==> src/rtl/booth_mul_seq.sv <==
// booth_mul_seq: sequential signed multiplier, radix-4 Booth recoding,
// one recoded digit per clock. The 2*WIDTH product is delivered as hi/lo halves.
//
// state  | meaning
// -------+-----------------------------------------------------------
// IDLE   | waiting for start; operands latched on the accept edge
// RUN    | one Booth digit per cycle, WIDTH/2 cycles in total
// DONE   | one cycle; done pulses and the product is already valid
module booth_mul_seq #(
  parameter int WIDTH = 32
) (
  input  logic             Clock,
  input  logic             clear,
  input  logic             start,
  input  logic [WIDTH-1:0] multiplicand,
  input  logic [WIDTH-1:0] multiplier,
  output logic             busy,
  output logic             done,
  output logic [WIDTH-1:0] product_hi,
  output logic [WIDTH-1:0] product_lo
);

  localparam int CNT_W = (WIDTH > 2) ? $clog2(WIDTH / 2) : 1;
  localparam logic [CNT_W-1:0] LAST_DIGIT = CNT_W'(WIDTH / 2 - 1);

  typedef enum logic [1:0] {
    S_IDLE = 2'd0,
    S_RUN  = 2'd1,
    S_DONE = 2'd2
  } state_t;

  state_t r_state;
  state_t w_state_nxt;

  logic [CNT_W-1:0] r_cnt;
  logic [WIDTH+1:0] r_a;
  logic [WIDTH-1:0] r_q;
  logic             r_q_m1;
  logic [WIDTH-1:0] r_m;

  logic             w_accept;
  logic             w_last;
  logic             w_busy_nxt;
  logic             w_done_nxt;
  logic [2:0]       w_digit;
  logic [WIDTH+1:0] w_m_ext;
  logic [WIDTH+1:0] w_m2_ext;
  logic [WIDTH+1:0] w_addend;
  logic [WIDTH+1:0] w_a_sum;
  logic [WIDTH+1:0] w_a_nxt;
  logic [WIDTH-1:0] w_q_nxt;
  logic             w_q_m1_nxt;

  assign w_accept = (r_state == S_IDLE) && start;
  assign w_last   = (r_state == S_RUN) && (r_cnt == LAST_DIGIT);

  // State register
  always_ff @(posedge Clock or negedge clear) begin
    if (!clear) begin
      r_state <= S_IDLE;
    end else begin
      r_state <= w_state_nxt;
    end
  end

  // Next-state logic; start outside IDLE is ignored
  always_comb begin
    w_state_nxt = r_state;
    case (r_state)
      S_IDLE:  if (start) w_state_nxt = S_RUN;
      S_RUN:   if (w_last) w_state_nxt = S_DONE;
      S_DONE:  w_state_nxt = S_IDLE;
      default: w_state_nxt = S_IDLE;
    endcase
  end

  // Output decode on the next state so busy/done come straight from flops
  always_comb begin
    w_busy_nxt = 1'b0;
    w_done_nxt = 1'b0;
    case (w_state_nxt)
      S_RUN:   w_busy_nxt = 1'b1;
      S_DONE: begin
        w_busy_nxt = 1'b1;
        w_done_nxt = 1'b1;
      end
      default: begin
        w_busy_nxt = 1'b0;
        w_done_nxt = 1'b0;
      end
    endcase
  end

  // Registered status outputs
  always_ff @(posedge Clock or negedge clear) begin
    if (!clear) begin
      busy <= 1'b0;
      done <= 1'b0;
    end else begin
      busy <= w_busy_nxt;
      done <= w_done_nxt;
    end
  end

  // Booth digit recoding and add; A is two bits wider than M so 2M never overflows
  always_comb begin
    w_digit  = {r_q[1], r_q[0], r_q_m1};
    w_m_ext  = {{2{r_m[WIDTH-1]}}, r_m};
    w_m2_ext = {r_m[WIDTH-1], r_m, 1'b0};
    w_addend = '0;
    case (w_digit)
      3'b001, 3'b010: w_addend = w_m_ext;
      3'b011:         w_addend = w_m2_ext;
      3'b100:         w_addend = -w_m2_ext;
      3'b101, 3'b110: w_addend = -w_m_ext;
      default:        w_addend = '0;
    endcase
    w_a_sum    = r_a + w_addend;
    w_a_nxt    = {{2{w_a_sum[WIDTH+1]}}, w_a_sum[WIDTH+1:2]};
    w_q_nxt    = {w_a_sum[1:0], r_q[WIDTH-1:2]};
    w_q_m1_nxt = r_q[1];
  end

  // Datapath registers: latch on accept, shift by two per RUN cycle
  always_ff @(posedge Clock or negedge clear) begin
    if (!clear) begin
      r_cnt  <= '0;
      r_a    <= '0;
      r_q    <= '0;
      r_q_m1 <= 1'b0;
      r_m    <= '0;
    end else if (w_accept) begin
      r_cnt  <= '0;
      r_a    <= '0;
      r_q    <= multiplier;
      r_q_m1 <= 1'b0;
      r_m    <= multiplicand;
    end else if (r_state == S_RUN) begin
      r_cnt  <= r_cnt + CNT_W'(1);
      r_a    <= w_a_nxt;
      r_q    <= w_q_nxt;
      r_q_m1 <= w_q_m1_nxt;
    end
  end

  // Product registers load the post-shift value on the final digit and then hold
  always_ff @(posedge Clock or negedge clear) begin
    if (!clear) begin
      product_hi <= '0;
      product_lo <= '0;
    end else if (w_last) begin
      product_hi <= w_a_nxt[WIDTH-1:0];
      product_lo <= w_q_nxt;
    end
  end

endmodule

==> config.mk <==
export PLATFORM = sky130hd
export DESIGN_NAME = booth_mul_seq
export DESIGN_NICKNAME = d
export VERILOG_FILES = /design/src/rtl/booth_mul_seq.sv
export SDC_FILE = /design/constraint.sdc
export NUM_CORES = 1
export LEC_CHECK = 0
export CORE_MARGIN = 2
export CORE_UTILIZATION = 40
export DETAILED_ROUTE_END_ITERATION = 10
export HOLD_SLACK_MARGIN = 0.03
export SYNTH_ARGS = -nofsm -noshare
export SYNTH_HDL_FRONTEND = slang
export SYNTH_SLANG_ARGS = --single-unit
==> constraint.sdc <==
create_clock -name Clock -period 4.97 [get_ports Clock]
set_input_delay 1.2425 -clock Clock [delete_from_list [all_inputs] [get_ports Clock]]
set_output_delay 1.2425 -clock Clock [all_outputs]
set_load 0.05 [all_outputs]
After elaboration in Yosys (flattened, before gate mapping)
Index checks and enable logic that the tools add are counted.

Add/sub/neg operators: 4. Equal/unequal tests: 10. Mux-type cells: 14. Reduce and logical (&&, ||, !) cells: 7.

Operators by type and width (count): one-hot mux 34 bit (4 select lines) (1); 2-to-1 mux 34 bit (2); negator 34 bit (2); 2-to-1 mux 32 bit (2); adder 34 bit (1); equality test 3 bit, second input constant (3); 2-to-1 mux 4 bit (2); equality test 3 x 2 -> 1 bit, second input constant (2); OR reduction 2 bit (3); adder 4 x 1 -> 4 bit, second input constant (1); equality test 2 x 1 -> 1 bit, second input constant (2); equality test 4 bit, second input constant (1); 2-to-1 mux 1 bit (4); 2-to-1 mux 2 bit (2); one-hot mux 2 bit (2 select lines) (1); equality test 3 x 1 -> 1 bit, second input constant (1); equality test 2 bit, second input constant (1); logical AND 1 bit (2); zero test 2 bit (1); nonzero test 2 bit (1).

Register bits: 171. Output and inout port bits: 66. Logic and storage cells: 45.

Depth between registers and ports, before layout
Gate-level depths: netlist (run 1).

Depth in word-level cells: 7. Depth in mapped cells: 21. Depth with buffers taken out: 19.

Worst setup path before layout (run 1)
OpenSTA, ideal clock, no wires.

Kind: reg-to-reg. From: register r_m[4]. To: register r_a[32]. Arrival time: 4445 ps. Setup slack: 454 ps. Cell stages (with the launch flop): 20. Period minus slack after synthesis: 4516 ps. Path through: dfrtp_1 > nor3_4 > and4_4 > nand2_4 > or4_4 > or3_4 > nand2_1 > xnor2_1 > a22oi_1 > o211ai_1 > ha_1 > nand4_1 > nor2_1 > nand4_1 > o211ai_1 > a41oi_4 > o31ai_2 > a311oi_2 > or4_1 > nand4_1.

Longest elaborated chain between the ends: 5. Elaborated cells between the ends (all ways): 6. Those cells by class: 3 x add/sub; 3 x mux.

Ends and longest elaborated chain: from (decl) (line 39) `logic [WIDTH-1:0] r_m;`; from (signal assigned) (line 137) `r_m <= multiplicand;`; negator 34 bit (on tied branches) (line 115, 114); one-hot mux 34 bit (4 select lines) * (line 111) `case (w_digit)`; adder 34 bit * (line 118) `w_a_sum = r_a + w_addend;`; 2-to-1 mux 34 bit * (line 138) `end else if (r_state == S_RUN) begin`; 2-to-1 mux 34 bit * (line 132) `end else if (w_accept) begin`; to (signal assigned) (line 140) `r_a <= w_a_nxt;`; to (decl) (line 36) `logic [WIDTH+1:0] r_a;`.

Mark *: on every way between the ends. The rest lies on a longest branch, timed or not. The select of a mux whose other input is x is not followed. A chain may end at the register's enable or synchronous reset.

Worst setup path after layout (run 1)
From: register r_m[2]. To: register r_a[32].

The elaborated chain is that of the path after synthesis.

==> out/qor.yml, run 1 <==
syn_inst: 1255
overflow: 0
start_util: 0.403
slew_violations: 0
drive_above_1_share: 0.0906
nNetsFinal: 1460
grt_use_total: 0.226
drt_iter0_markers: 700
slowest_delay_ns: 0.49
critical_path_buf_inv_count: 0
die_area_sq_um: 27300
r2r-start: "r_m[2]"
vias: 9478
yosysSeqAreaShare: 0.406
async_reset_ff_frac: 1.00
gp_congestion: 0.912
hold_buffers: 0
worstPathMaxFanout: 7
ys_types: 70
cts_inserted_buffers: 17
die_x_um: 165
ant_nets: 0
crit_family: "simple AND/OR/NAND/NOR gates"
grt_antenna_before_repair: 0
clock_skew_ns: 0.0193
r2r_end: "r_a[32]"
cp_num_cells: 19
area_delta_synth_final_pct: 23.5
ys.flop_type: "dfrtp_1"
coreArea_sq_um: 25800
n_antenna_cell: 0
crit_path_start: "r_m[2]"
fillCellCount: 2530
ys_ff_latch: 169
cp.required_ns: 5.34
yosys.area.top_type_share: 0.406
critical_path_class: "flip-flop to flip-flop"
hpwl_mm: 20.8
clock-sinks: 169
portBuffers: 132
path_clk_slew_ns: 0.08
ys_warn_count: 0
whs_path_depth: 2
yosys-top-cells-area: "dfrtp_1 41%, nand2_1 12%, o21ai_0 4.6%"
holdPathEnd: "product_hi[20]"
end_kind: "flip-flop"
drcViolationCount: 0
drt_first_pass_iters: 8
dieHeight_um: 165
avgSynthCellArea_sq_um: 8.30
cts_tree: "built"
hp-start: "product_hi[20]"
grt_pass1_wl_mm: 48.4
cts.root.buffer_cell: "clkbuf_16"
fin_crit_ns: 4.77
start_kind: "flip-flop"
cts.htree.levels: 4
crit_chain: "nor3_4 -> and4_4 -> nand2_4 -> or4_4 -> or3_4 -> o31ai_4 -> xnor2_1 -> a22oi_1 -> o211ai_1 -> ha_2 -> nand2_1 -> nor2_2 -> nand4_1 -> o211ai_1 -> a41oi_4 -> o31ai_4 -> a311oi_4 -> or4_1 -> nand4_1"
r2r_slack_ns: 0.20
synthesis.area_sq_um: 10400
hold_violations: 0
yosysTopAreaCell: "dfrtp_1"
clockBufferDepth: 2
cap_viol_max_count: 0
routed_wl_mm: 30.0
synth_edf_count: 0
avgViaCountPerCell: 5.56
setup_viol: 0
cp.arrival_ns: 5.14
fp-row-count: 59
slew_headroom: 0.510
tightest_slew_ns: 0.735
pin_count: 133
grt_start_max_net_pins: 72
syn-num-nets: 1359
fmax_mhz: 210
critical-path-slowest-cell: "or4_1"
status: "completed"
fin_crit_sh: 0.960
final_util: 0.498
hp-class: "flip-flop to flip-flop"
clock_latency_ns: 0.45
wl_per_cell_um: 17.6
r2r_cells: 19
grt_pass1_vias: 9085
-- registers in the layout, indices dropped and copies added, names as in the netlist, 2 cells and up --
name        flops
r_a            32
product_lo     32
r_q            32
r_state         2
r_cnt           4
product_hi     32
r_m            32
-- worst min-delay path, delay by kind of cell, from the launching register on --
family / cells / cell delay (ns)
simple gates: 2 / 0.10
flops: 1 / 0.35
-- area by class of cell --
class	instances	area, sq um	share of cell area
Timing Repair Buffer	173	1640	0.128
Clock buffer	17	425	0.0331
Tap cell	335	419	0.0326
Clock inverter	15	231	0.0180
Sequential cell	169	4230	0.329
Multi-Input combinational cell	980	5860	0.455
Inverter	15	56.3	0.00438
-- kinds of logic after synthesis --
logic type	count (synthesis)	share of synthesized area
AOI/OAI and AO/OA	344	0.216
xor gates and xnor gates	65	0.0561
adders and majority gates	37	0.0452
buffers and inverters	106	0.0392
DFF	169	0.406
muxes	12	0.0126
and+or+nand+nor	522	0.225
-- cell usage in the layout, fill, tap and decap left out, drive strengths merged, types with 24 or more instances in the layout --
master / count
a22oi: 48
clkdlybuf4s50: 131
nand2: 326
o21ai: 98
nor2: 61
a21oi: 68
a22o: 24
buf: 42
dfrtp: 169
xnor2: 45
nor2b: 39
ha: 36
-- worst max-delay path by stage --
| stage | end |
|---|---|
| after floorplan | r_a[32] |
| after global placement | r_a[32] |
| after detailed placement | r_a[32] |
| after CTS | r_a[32] |
| after global routing | r_a[32] |
| final | r_a[32] |
-- per-layer routing --
metal	wire length [um]	GRT usage	vias to the layer above
li1	-	-	4579
met1	13600	0.306	4589
met2	13900	0.357	276
met3	1570	0.0445	34
met4	893	0.0846	0
met5	0	0	-
-- what timing repair did --
item                                    4_1_cts  5_1_grt
gates resized for setup                       0       17
endpoints found under the hold margin         0        0
buffers inserted                              0        7
endpoints found under the setup margin        0       10
-- synthesized netlist by cell type, drive strengths merged, types with 15 or more instances --
master / number
o21ai: 98
nor2: 61
a21o: 18
nand3: 16
buf: 15
nand2: 326
nor2b: 39
nor3: 21
o211ai: 17
inv: 15
xnor2: 45
a22oi: 48
dfrtp: 169
xor2: 19
a22o: 24
ha: 36
clkbuf: 76
a21oi: 68
-- per-stage QoR --
| stage | cells | hold slack [ns] | area, sq um | setup TNS, ns | setup slack, ns |
|---|---|---|---|---|---|
| after detailed placement | 1665 | 0.461 | 12100 | 0 | 0.194 |
| after CTS | 1697 | 0.482 | 12700 | 0 | 0.0968 |
| after floorplan | 1255 | 0.456 | 10400 | 0 | 0.454 |
| after global placement | 1665 | 0.459 | 12100 | 0 | 0.321 |
| after global routing | 1704 | 0.508 | 12900 | -0.0180 | -0.0180 |
| final | 1704 | 0.477 | 12900 | 0 | 0.197 |
Power of run 1 is left out: the tool's default activity adds up to more than one toggle a clock period on the data nets, which glitch-free logic cannot reach.
==> inputs of run 2 (changes only) <==
PLACE_DENSITY_LB_ADDON = 0.05   (was default)
==> out/qor.yml, run 2 (synthesis gave the netlist of run 1 again) <==
critical-path-slowest-cell: "dfrtp_1"
end_kind: "flip-flop"
dieHeight_um: 165
hp-class: "flip-flop to flip-flop"
multi_input_area_sq_um: 5840
fin_ws_ns: 0.249
die_area_sq_um: 27300
gp_congestion: 0.879
avgViaCountPerCell: 5.49
area_delta_synth_final_pct: 22.6
crit_chain: "nor3_4 -> and4_4 -> nand2_4 -> or4_4 -> nand2_1 -> xnor2_1 -> a22oi_1 -> o211ai_1 -> ha_1 -> o21ai_0 -> o21bai_1 -> a211oi_1 -> o211ai_1 -> a41oi_4 -> o31ai_4 -> a311oi_2 -> xor3_1 -> o21ai_1"
fp-row-count: 59
portBuffers: 132
worstPathMaxFanout: 7
drcViolationCount: 0
setup_tns_ns: 0
cpMostUsedCell: "o211ai_1"
clock_latency_ns: 0.45
cap_viol_max_count: 0
grt_start_max_net_pins: 105
critical_path_class: "flip-flop to flip-flop"
n_antenna_cell: 0
clock_skew_ns: 0.0179
grt_antenna_before_repair: 0
setup_viol: 0
drive_above_1_share: 0.0849
overflow: 0
vias: 9342
fillCellCount: 2550
drt_first_pass_iters: 5
fin_crit_ns: 4.72
slew_headroom: 0.372
hpwl_mm: 20.6
pin_count: 133
layout_common_cells: "325 x nand2_1, 167 x dfrtp_1, 131 x clkdlybuf4s50_1, 96 x o21ai_0, 67 x a21oi_1"
cp.arrival_ns: 5.08
coreArea_sq_um: 25800
cts_inserted_buffers: 17
hold_ws_ns: 0.475
clockBufferDepth: 2
hold_violations: 0
final_common_cell: "nand2_1"
fmax_mhz: 212
die_x_um: 165
clock-sinks: 169
final_cells: 1702
status: "completed"
cts.htree.levels: 4
start_util: 0.403
start_kind: "flip-flop"
hold_buffers: 0
grt_use_total: 0.227
cp.required_ns: 5.33
placed_cells: 1669
fin_crit_sh: 0.950
slew_violations: 0
cts_tree: "built"
place_worst_setup_slack_ns: 0.234
drt_iter0_markers: 483
tightest_slew_ns: 0.941
routed_wl_mm: 30.1
nNetsFinal: 1458
grt_pass1_wl_mm: 48.6
seq_area_sq_um: 4230
grt_pass1_vias: 9027
path_clk_slew_ns: 0.07
wl_per_cell_um: 17.7
rsz0062_at_grt: "false"
cts.root.buffer_cell: "clkbuf_16"
slowest_delay_ns: 0.48
ant_nets: 0
==> run 2: cell count changes in the layout (fill, tap and decap cells not counted), moves of 2 or more <==
cell      delta
inv_8        +3
dfrtp_1      +2
inv_6        +4
dfrtp_2      -2
buf_4        -2
nor2_1       +2
nor2_2       -2
clkinv_8     -4
inv_12       -4
==> run 2: per-layer routing <==
layer  GRT usage  share of wire  vias to the layer above
li1            -              -                     4567
met1       0.302           0.45                     4518
met2       0.372           0.48                      221
met3      0.0447          0.044                       36
met4      0.0780          0.027                        0
met5           0              0                        -
==> run 2: final cells by class <==
class	count	share of cell area
sequential	169	0.331
timing repair buffer	171	0.127
tap	335	0.0328
clock buffer	18	0.0336
multi-input combinational	980	0.457
clock inverter	14	0.0133
inverter	15	0.00441
==> run 2: final timing paths <==
| check | slack, ns | depth (start not counted) | startpoint | endpoint |
|---|---|---|---|---|
| worst min-delay path | 0.47 | 2 | product_hi[15] | product_hi[15] |
| max in group asynchronous | 3.13 | 2 | clear | r_a[22] |
| worst max-delay path | 0.25 | 18 | r_m[6] | product_hi[31] |
| min in group asynchronous | 0.78 | 1 | clear | product_hi[13] |
| worst max register to register | 0.25 | 18 | r_m[6] | product_hi[31] |
| worst min register to register | 0.47 | 2 | product_hi[15] | product_hi[15] |
==> run 2: repair_timing <==
item                       in CTS  in global routing
gates resized for setup         0                 11
setup buffers                   0                  1
hold endpoints to repair        0                  0
setup endpoints to repair       0                 12
==> run 2: critical path, delay by kind of cell (launching register included) <==
kind / cells / cell delay [ns]
flops: 1 / 0.48
xor+xnor: 2 / 0.52
compound gates: 10 / 2.09
fa+ha+maj: 1 / 0.38
simple gates: 5 / 1.16
==> run 2: metrics by stage <==
step	util	instance area, sq um
floorplan	-	10400
global placement	0.469	12100
detailed placement	0.469	12100
CTS	0.492	12700
global route	0.494	12800
finish	0.494	12800
Power of run 2 is left out for the same reason.
